## config.mk

```make
export PLATFORM = sky130hd
export DESIGN_NAME = dmem_arbiter
export DESIGN_NICKNAME = d
export VERILOG_FILES = /design/src/rtl/dmem_arbiter.sv
export SDC_FILE = /design/constraint.sdc
export NUM_CORES = 1
export LEC_CHECK = 0
export ABC_AREA = 0
export ABC_CLOCK_PERIOD_IN_PS = 1550
export BUFFER_PORTS_ARGS = -buffer_cell sky130_fd_sc_hd__buf_2
export CELL_PAD_IN_SITES_DETAIL_PLACEMENT = 0
export CELL_PAD_IN_SITES_GLOBAL_PLACEMENT = 2
export CORE_ASPECT_RATIO = 0.7
export CORE_UTILIZATION = 21
export CTS_CLUSTER_DIAMETER = 50
export DETAILED_ROUTE_END_ITERATION = 10
export PLACE_DENSITY_LB_ADDON = 0.1
export SETUP_SLACK_MARGIN = 0.3
export SYNTH_ARGS = -nofsm -noshare
export SYNTH_HDL_FRONTEND = slang
export SYNTH_SLANG_ARGS = --single-unit
```

## constraint.sdc

```tcl
create_clock -name Clk -period 1.55 [get_ports Clk]
set_input_delay 0.155 -clock Clk [delete_from_list [all_inputs] [get_ports Clk]]
set_output_delay 0.155 -clock Clk [all_outputs]
set_load 0.05 [all_outputs]
```

## src/rtl/dmem_arbiter.sv

```systemverilog
`default_nettype none
// ----------------------------------------------------------------------------
// dmem_arbiter : round-robin two-port sequencer for a single-port data memory
// Rev 1.0
// ----------------------------------------------------------------------------
module dmem_arbiter #(
  parameter int ADDRESS_WIDTH = 16,
  parameter int DATA_WIDTH    = 32
) (
  input  logic                     Clk,
  input  logic                     Reset,
  input  logic                     AReq,
  input  logic                     AWe,
  input  logic [ADDRESS_WIDTH-1:0] AAddr,
  input  logic [DATA_WIDTH-1:0]    AWData,
  output logic                     AAck,
  output logic [DATA_WIDTH-1:0]    ARData,
  input  logic                     BReq,
  input  logic                     BWe,
  input  logic [ADDRESS_WIDTH-1:0] BAddr,
  input  logic [DATA_WIDTH-1:0]    BWData,
  output logic                     BAck,
  output logic [DATA_WIDTH-1:0]    BRData,
  output logic [ADDRESS_WIDTH-1:0] MemAddress,
  output logic [DATA_WIDTH-1:0]    MemWriteData,
  output logic                     MemWrite,
  input  logic [DATA_WIDTH-1:0]    MemData,
  output logic                     Busy
);

  typedef enum logic [1:0] {
    IDLE   = 2'd0,
    ACCESS = 2'd1,
    RESP   = 2'd2
  } state_t;

  state_t                   state_q;
  logic                     ptr_q;    // 0: A wins a tie, 1: B wins a tie
  logic                     owner_q;  // 0: A, 1: B
  logic                     we_q;
  logic                     mem_write_q;
  logic                     a_ack_q;
  logic                     b_ack_q;
  logic                     busy_q;
  logic [ADDRESS_WIDTH-1:0] mem_addr_q;
  logic [DATA_WIDTH-1:0]    mem_wdata_q;
  logic [DATA_WIDTH-1:0]    a_rdata_q;
  logic [DATA_WIDTH-1:0]    b_rdata_q;

  logic                     launch_d;
  logic                     grant_b_d;
  logic                     sel_we_d;
  logic [ADDRESS_WIDTH-1:0] sel_addr_d;
  logic [DATA_WIDTH-1:0]    sel_wdata_d;

  // In RESP only the non-owner may launch, so the owner cannot win twice in a row.
  always_comb begin
    launch_d  = 1'b0;
    grant_b_d = 1'b0;
    case (state_q)
      IDLE: begin
        launch_d  = AReq | BReq;
        grant_b_d = (AReq & BReq) ? ptr_q : BReq;
      end
      RESP: begin
        launch_d  = owner_q ? AReq : BReq;
        grant_b_d = ~owner_q;
      end
      default: ;
    endcase
    sel_we_d    = grant_b_d ? BWe    : AWe;
    sel_addr_d  = grant_b_d ? BAddr  : AAddr;
    sel_wdata_d = grant_b_d ? BWData : AWData;
  end

  always_ff @(posedge Clk) begin
    if (Reset) begin
      state_q     <= IDLE;
      ptr_q       <= 1'b0;
      owner_q     <= 1'b0;
      we_q        <= 1'b0;
      mem_write_q <= 1'b0;
      a_ack_q     <= 1'b0;
      b_ack_q     <= 1'b0;
      busy_q      <= 1'b0;
      mem_addr_q  <= '0;
      mem_wdata_q <= '0;
      a_rdata_q   <= '0;
      b_rdata_q   <= '0;
    end else begin
      a_ack_q     <= 1'b0;
      b_ack_q     <= 1'b0;
      mem_write_q <= 1'b0;
      case (state_q)
        ACCESS: begin
          if (!we_q) begin
            if (owner_q) b_rdata_q <= MemData;
            else         a_rdata_q <= MemData;
          end
          a_ack_q <= ~owner_q;
          b_ack_q <= owner_q;
          state_q <= RESP;
          busy_q  <= 1'b1;
        end
        default: begin
          // IDLE, RESP and the unused encoding share the launch decision.
          if (launch_d) begin
            owner_q     <= grant_b_d;
            ptr_q       <= ~grant_b_d;
            we_q        <= sel_we_d;
            mem_write_q <= sel_we_d;
            mem_addr_q  <= sel_addr_d;
            mem_wdata_q <= sel_wdata_d;
            state_q     <= ACCESS;
            busy_q      <= 1'b1;
          end else begin
            state_q <= IDLE;
            busy_q  <= 1'b0;
          end
        end
      endcase
    end
  end

  assign AAck         = a_ack_q;
  assign BAck         = b_ack_q;
  assign ARData       = a_rdata_q;
  assign BRData       = b_rdata_q;
  assign MemAddress   = mem_addr_q;
  assign MemWriteData = mem_wdata_q;
  // Reset blocks the strobe immediately so an aborted write never lands.
  assign MemWrite     = mem_write_q & ~Reset;
  assign Busy         = busy_q;

endmodule
`default_nettype wire
```

==> flow_summary_export.csv, run 1 <==
group,metric,value,unit
outcome,status,"completed",
drt,vias,5615,
cts,cts_tree,"yes",
synth,syn_nets,727,
final_layout,layout_commonest_cell,"buf_2",
grt,grt_max_degree,71,
setup_path,critPathKind,"flop to flop",
place,dp.cells,1110,
final_layout,nets,1038,
power,p_leak,3.61,nW
timing,skew,11.0,ps
synth,synth_seq_cells,121,
cts,clockBufferDepth,2,
min_path,whs_endpoint,"MemAddress[4]",
place,dpl.hpwl,12700,microns
drt,wirelength,20400,microns
drt,antenna_left,0,
synth,ys_warn_count,0,
setup_path,start_kind,"flop",
cts,clkSinkCount,121,
min_path,holdPathStages,3,
drt,drc,0,
cts,insertion_delay,420,ps
floorplan,die_x,182,microns
synth,ys_seq_area_frac,0.507,
min_path,hold_class,"input pin to flop",
min_path,worstHoldStart,"AAddr[4]",
place,io_buffers,249,
synth,synth.cell_area,4780,sq um
timing,slew_headroom,0.751,
timing,fin_crit_sh,0.957,
grt,grt_pass1_vias,5326,
timing,period_needed,1480,ps
grt,antenna_found_initial,1,
floorplan,io_pins,250,
timing,setup_viol,0,
timing,worstMarginPinSlew,373,ps
setup_path,critPathCaptureType,"flop",
drt,viasPerCell,4.60,
setup_path,required,1840,ps
cts,clockRootBuffer,"clkbuf_16",
place,gp_congestion,0.756,
setup_path,slowest_stage,"or3_4",
grt,track_usage,0.165,
final_layout,n_fill_cell,2278,
timing,max_freq,674,MHz
final_layout,finalNonFillerCells,1221,
cts,cts_inserted_buffers,17,
floorplan,core_area,22000,sq um
synth,synthCells,593,
synth,ys_types,29,
grt,grt_overflow,0,
synth,synth_area_per_cell,8.06,sq um
drt,drtIter0Drc,271,
setup_path,cpPeakStageDelay,490,ps
timing,rsz0062_at_grt,"true",
drt,dr.pass1.iters,4,
final_layout,syn_to_final_growth,77.3,%
setup_path,cp.depth,5,
job,max_cap_viol_count,0,
final_layout,multi_input_area,2490,sq um
setup_path,critPathTopFamily,"simple AND/OR/NAND/NOR gates",
setup_path,worst-path-buf-inv,1,
floorplan,start_util,0.217,
final_layout,drive_gt1_frac,0.439,
setup_path,r2r_start,"state_q[1]",
floorplan,fp.dieH,128,microns
cts,cts.clk_slew.worst_paths,60,ps
final_layout,num_antenna_cells,0,
final_layout,regArea,2430,sq um
setup_path,r2r_slack,70,ps
timing,fin_hold_ws,13.9,ps
final_layout,final_cell_mix,"237 x buf_2, 118 x dfxtp_1, 98 x nand2_1",
power,power,0.0103,W
setup_path,critPathArrivalTime,1770,ps
floorplan,dieArea,23400,sq um
setup_path,reg2reg_depth,5,
floorplan,placementRows,45,
grt,grt_pass1_wl,29500,microns
timing,tns,0,ps
drt,wl_per_cell,16.7,microns
power,power_density,1210,nW/um^2
setup_path,worstPathCellList,"nand2b_4, or3_4, clkbuf_16, nand2_2, a21oi_1",
setup_path,cp_max_fo,6,
timing,hold_violations,0,
cts,cts-htree-levels,4,
setup_path,rr_endpoint,"ARData[4]",
power,ir_drop,0.790,mV
timing,maxSlewViolCount,0,
[registers in the layout, indices dropped and copies added, names as in the netlist]
register / cells
BRData: 32
MemAddress: 16
MemWriteData: 32
ARData: 32
mem_write_q: 1
we_q: 1
Busy: 1
AAck: 1
owner_q: 1
BAck: 1
ptr_q: 1
state_q: 2
[worst register-to-register path, stage by stage (launching register included)]
cell and delay, ps:
dfxtp_4 370, nand2b_4 170, or3_4 490, clkbuf_16 220
nand2_2 60, a21oi_1 50
[worst max path at each step]
| stage | to | startpoint |
|---|---|---|
| finish | ARData[4] | state_q[1] |
| global route | MemAddress[6] | owner_q |
| CTS | MemWriteData[0] | owner_q |
| detailed placement | MemWriteData[13] | BReq |
| global placement | we_q | state_q[1] |
| floorplan | BRData[1] | state_q[1] |
[where the power goes]
part / switching [W] / internal [W]
clock network: 0.00150 / 0.00239
registers: 0.000158 / 0.00335
logic: 0.00180 / 0.00107
[kinds of logic after synthesis]
family,synth area share
AOI/OAI and AO/OA,0.274
and+or+nand+nor,0.161
DFF,0.507
buffers and inverters,0.0576
[area by class of cell]
cell class              instances  share of cell area
flip-flops and latches        121               0.287
repair buffers                350               0.307
multi-input cells             413               0.294
clock inverters                12              0.0149
inverters                       1            0.000443
clock buffers                  19              0.0522
well taps                     305              0.0450
[cell usage after synthesis (all sizes together)]
master / instances / area share
nand2b: 3 / 0.0044
nand2: 129 / 0.10
clkbuf: 35 / 0.027
a21oi: 66 / 0.069
a311oi: 2 / 0.0037
o21a: 1 / 0.0018
o221a: 1 / 0.0024
and2: 1 / 0.0013
o21ai: 50 / 0.053
dfxtp: 121 / 0.51
o221ai: 1 / 0.0031
nor2b: 2 / 0.0026
or3b: 1 / 0.0018
a31oi: 48 / 0.063
buf: 23 / 0.029
inv: 1 / 0.00078
nor3: 2 / 0.0031
a211oi: 48 / 0.075
or3: 1 / 0.0013
nor3b: 1 / 0.0026
nor2: 52 / 0.041
a21boi: 2 / 0.0031
nand3: 2 / 0.0021
[stage by stage]
step	instance area (sq um)	setup WS, ps	util
6_report	8480	66.0	0.385
5_1_grt	8480	7.33	0.385
4_1_cts	7970	105	0.362
3_5_place_dp	6510	16.6	0.296
3_3_place_gp	6510	89.0	0.296
2_1_floorplan	4870	194	-
[what timing repair did]
action	in CTS	in global routing
hold buffers	57	0
gates resized for setup	32	86
pin swaps	30	59
setup buffers	10	1
cloned	4	8
setup endpoints to repair	118	129
endpoints found under the hold margin	80	0
[metal layers]
layer | routed length, microns | track usage | share of wire | up-vias
met5 | 13 | 0 | 0.00064 | -
met4 | 239 | 0.0598 | 0.012 | 2
met3 | 1260 | 0.0435 | 0.062 | 20
met2 | 8920 | 0.243 | 0.44 | 188
met1 | 10000 | 0.229 | 0.49 | 2698
li1 | - | - | - | 2707
(Power assumes the default switching activity.)
==> inputs of run 2 (changes only) <==
BUFFER_PORTS_ARGS = default   (was -buffer_cell sky130_fd_sc_hd__buf_2)
CORE_UTILIZATION = 27   (was 21)
DONT_BUFFER_PORTS = 1   (was default)
==> flow_summary_export.csv, run 2 (same netlist as run 1, synthesis figures left out) <==
group,metric,value,unit
timing,tns,0,ps
cts,cts-htree-levels,4,
grt,antenna_found_initial,0,
timing,skew,15.0,ps
grt,grt_pass1_wl,26300,microns
cts,postCtsHoldBufs,2,
final_layout,finalCoreUtilization,0.411,
floorplan,die_x,161,microns
cts,clockBufferDepth,2,
drt,drc,0,
timing,rsz0062_at_grt,"true",
cts,clockRootBuffer,"clkbuf_16",
power,power_density,1450,nW/um^2
timing,max_freq,668,MHz
drt,wirelength,18400,microns
place,pre_cts_slack,13.9,ps
cts,cts_inserted_buffers,17,
power,p_seq_frac,0.349,
drt,wl_per_cell,20.1,microns
timing,setup_viol,0,
outcome,status,"finished, violations left",
cts,clkSinkCount,121,
grt,grt_overflow,0,
final_layout,nets,806,
floorplan,fp.dieH,113,microns
power,p_comb_frac,0.229,
drt,dr.pass1.iters,4,
timing,fin_crit_sh,0.966,
place,io_buffers,0,
drt,viasPerCell,5.11,
timing,period_needed,1500,ps
power,switchingPower,0.00335,W
min_path,hold_class,"input pin to flop",
grt,grt_max_degree,121,
grt,top_usage_layer,"met2",
floorplan,placementRows,40,
place,gp_congestion,0.752,
drt,vias,4684,
drt,drtIter0Drc,287,
timing,layout_setup_ws,52.8,ps
power,swShare,0.326,
grt,met3_usage,0.0781,
final_layout,syn_to_final_growth,48.1,%
final_layout,num_antenna_cells,0,
power,power.clock.fraction,0.422,
timing,maxSlewViolCount,0,
timing,fin_hold_ws,-197,ps
grt,gr-usage-met2,0.280,
final_layout,regArea,2440,sq um
place,dpl.hpwl,10700,microns
floorplan,io_pins,250,
floorplan,start_util,0.278,
final_layout,multi_input_area,2460,sq um
setup_path,critPathKind,"flop to flop",
power,p_int,0.00693,W
outcome,violations,"negative hold slack",
timing,slew_headroom,0.608,
setup_path,critPathCaptureType,"flop",
job,max_cap_viol_count,0,
setup_path,start_kind,"flop",
cts,cts.clk_slew.worst_paths,60,ps
cts,cts_tree,"yes",
drt,antenna_left,0,
grt,track_usage,0.188,
cts,insertion_delay,420,ps
grt,grt_pass1_vias,4633,
setup_path,critPathArrivalTime,1800,ps
setup_path,required,1860,ps
final_layout,drive_gt1_frac,0.318,
power,p_leak,2.62,nW
setup_path,cp_max_fo,19,
floorplan,core_area,17200,sq um
final_layout,n_fill_cell,1732,
final_layout,final_cell_mix,"112 x nand2_1, 111 x dfxtp_1, 87 x buf_4",
grt,grt_util_met1,0.246,
timing,worstMarginPinSlew,588,ps
final_layout,layout_commonest_cell,"nand2_1",
power,ir_drop,0.585,mV
timing,hold_violations,120,
floorplan,dieArea,18300,sq um
run 2: cell type report:
cell class	count	area share
Clock buffer	17	0.0601
Clock inverter	15	0.0304
Inverter	1	0.000530
Multi-Input combinational cell	413	0.347
Sequential cell	121	0.344
Tap cell	231	0.0408
Timing Repair Buffer	118	0.176
run 2: path summary, 6_finish.rpt:
kind | startpoint | endpoint | slack (ps) | cells past startpoint
setup / recovery | owner_q | we_q | 50 | 6
hold / removal | Reset | MemWriteData[28] | -200 | 1
setup reg to reg | owner_q | we_q | 50 | 6
hold reg to reg | ARData[9] | ARData[9] | 450 | 2
run 2: per-stage QoR:
step	instances	instance area, sq um	hold slack, ps	power, W
floorplan	593	4870	291	0.00508
global placement	864	5690	242	0.00562
detailed placement	864	5690	242	0.00563
CTS	909	6610	-201	0.0102
global route	916	7080	-219	0.0107
finish	916	7080	-197	0.0103
run 2: timing repair:
action	CTS	global route
setup buffers	7	0
pin swaps	24	34
cloned	4	7
hold endpoints to repair	121	121
gates resized for setup	19	80
setup endpoints to repair	119	125
run 2: metal layers:
layer	up-vias	routed length (microns)
li1	2242	-
met3	12	1720
met2	184	7980
met5	-	0
met1	2246	8580
met4	0	157
run 2: worst max-delay path, cell delays in order (launching register included):
cell      delay [ps]
dfxtp_4          350
nand2b_4         170
buf_6            130
o21ai_4           90
buf_12           200
nand3_1          140
a311oi_1         310
run 2: power by group through the flow:
stage                     clock, W  combinational [W]  sequential [W]
final                      0.00434            0.00236         0.00358
after global routing       0.00455            0.00250         0.00361
after CTS                  0.00441            0.00216         0.00358
after detailed placement         0            0.00199         0.00364
after global placement           0            0.00198         0.00364
after floorplan                  0           0.000781         0.00430
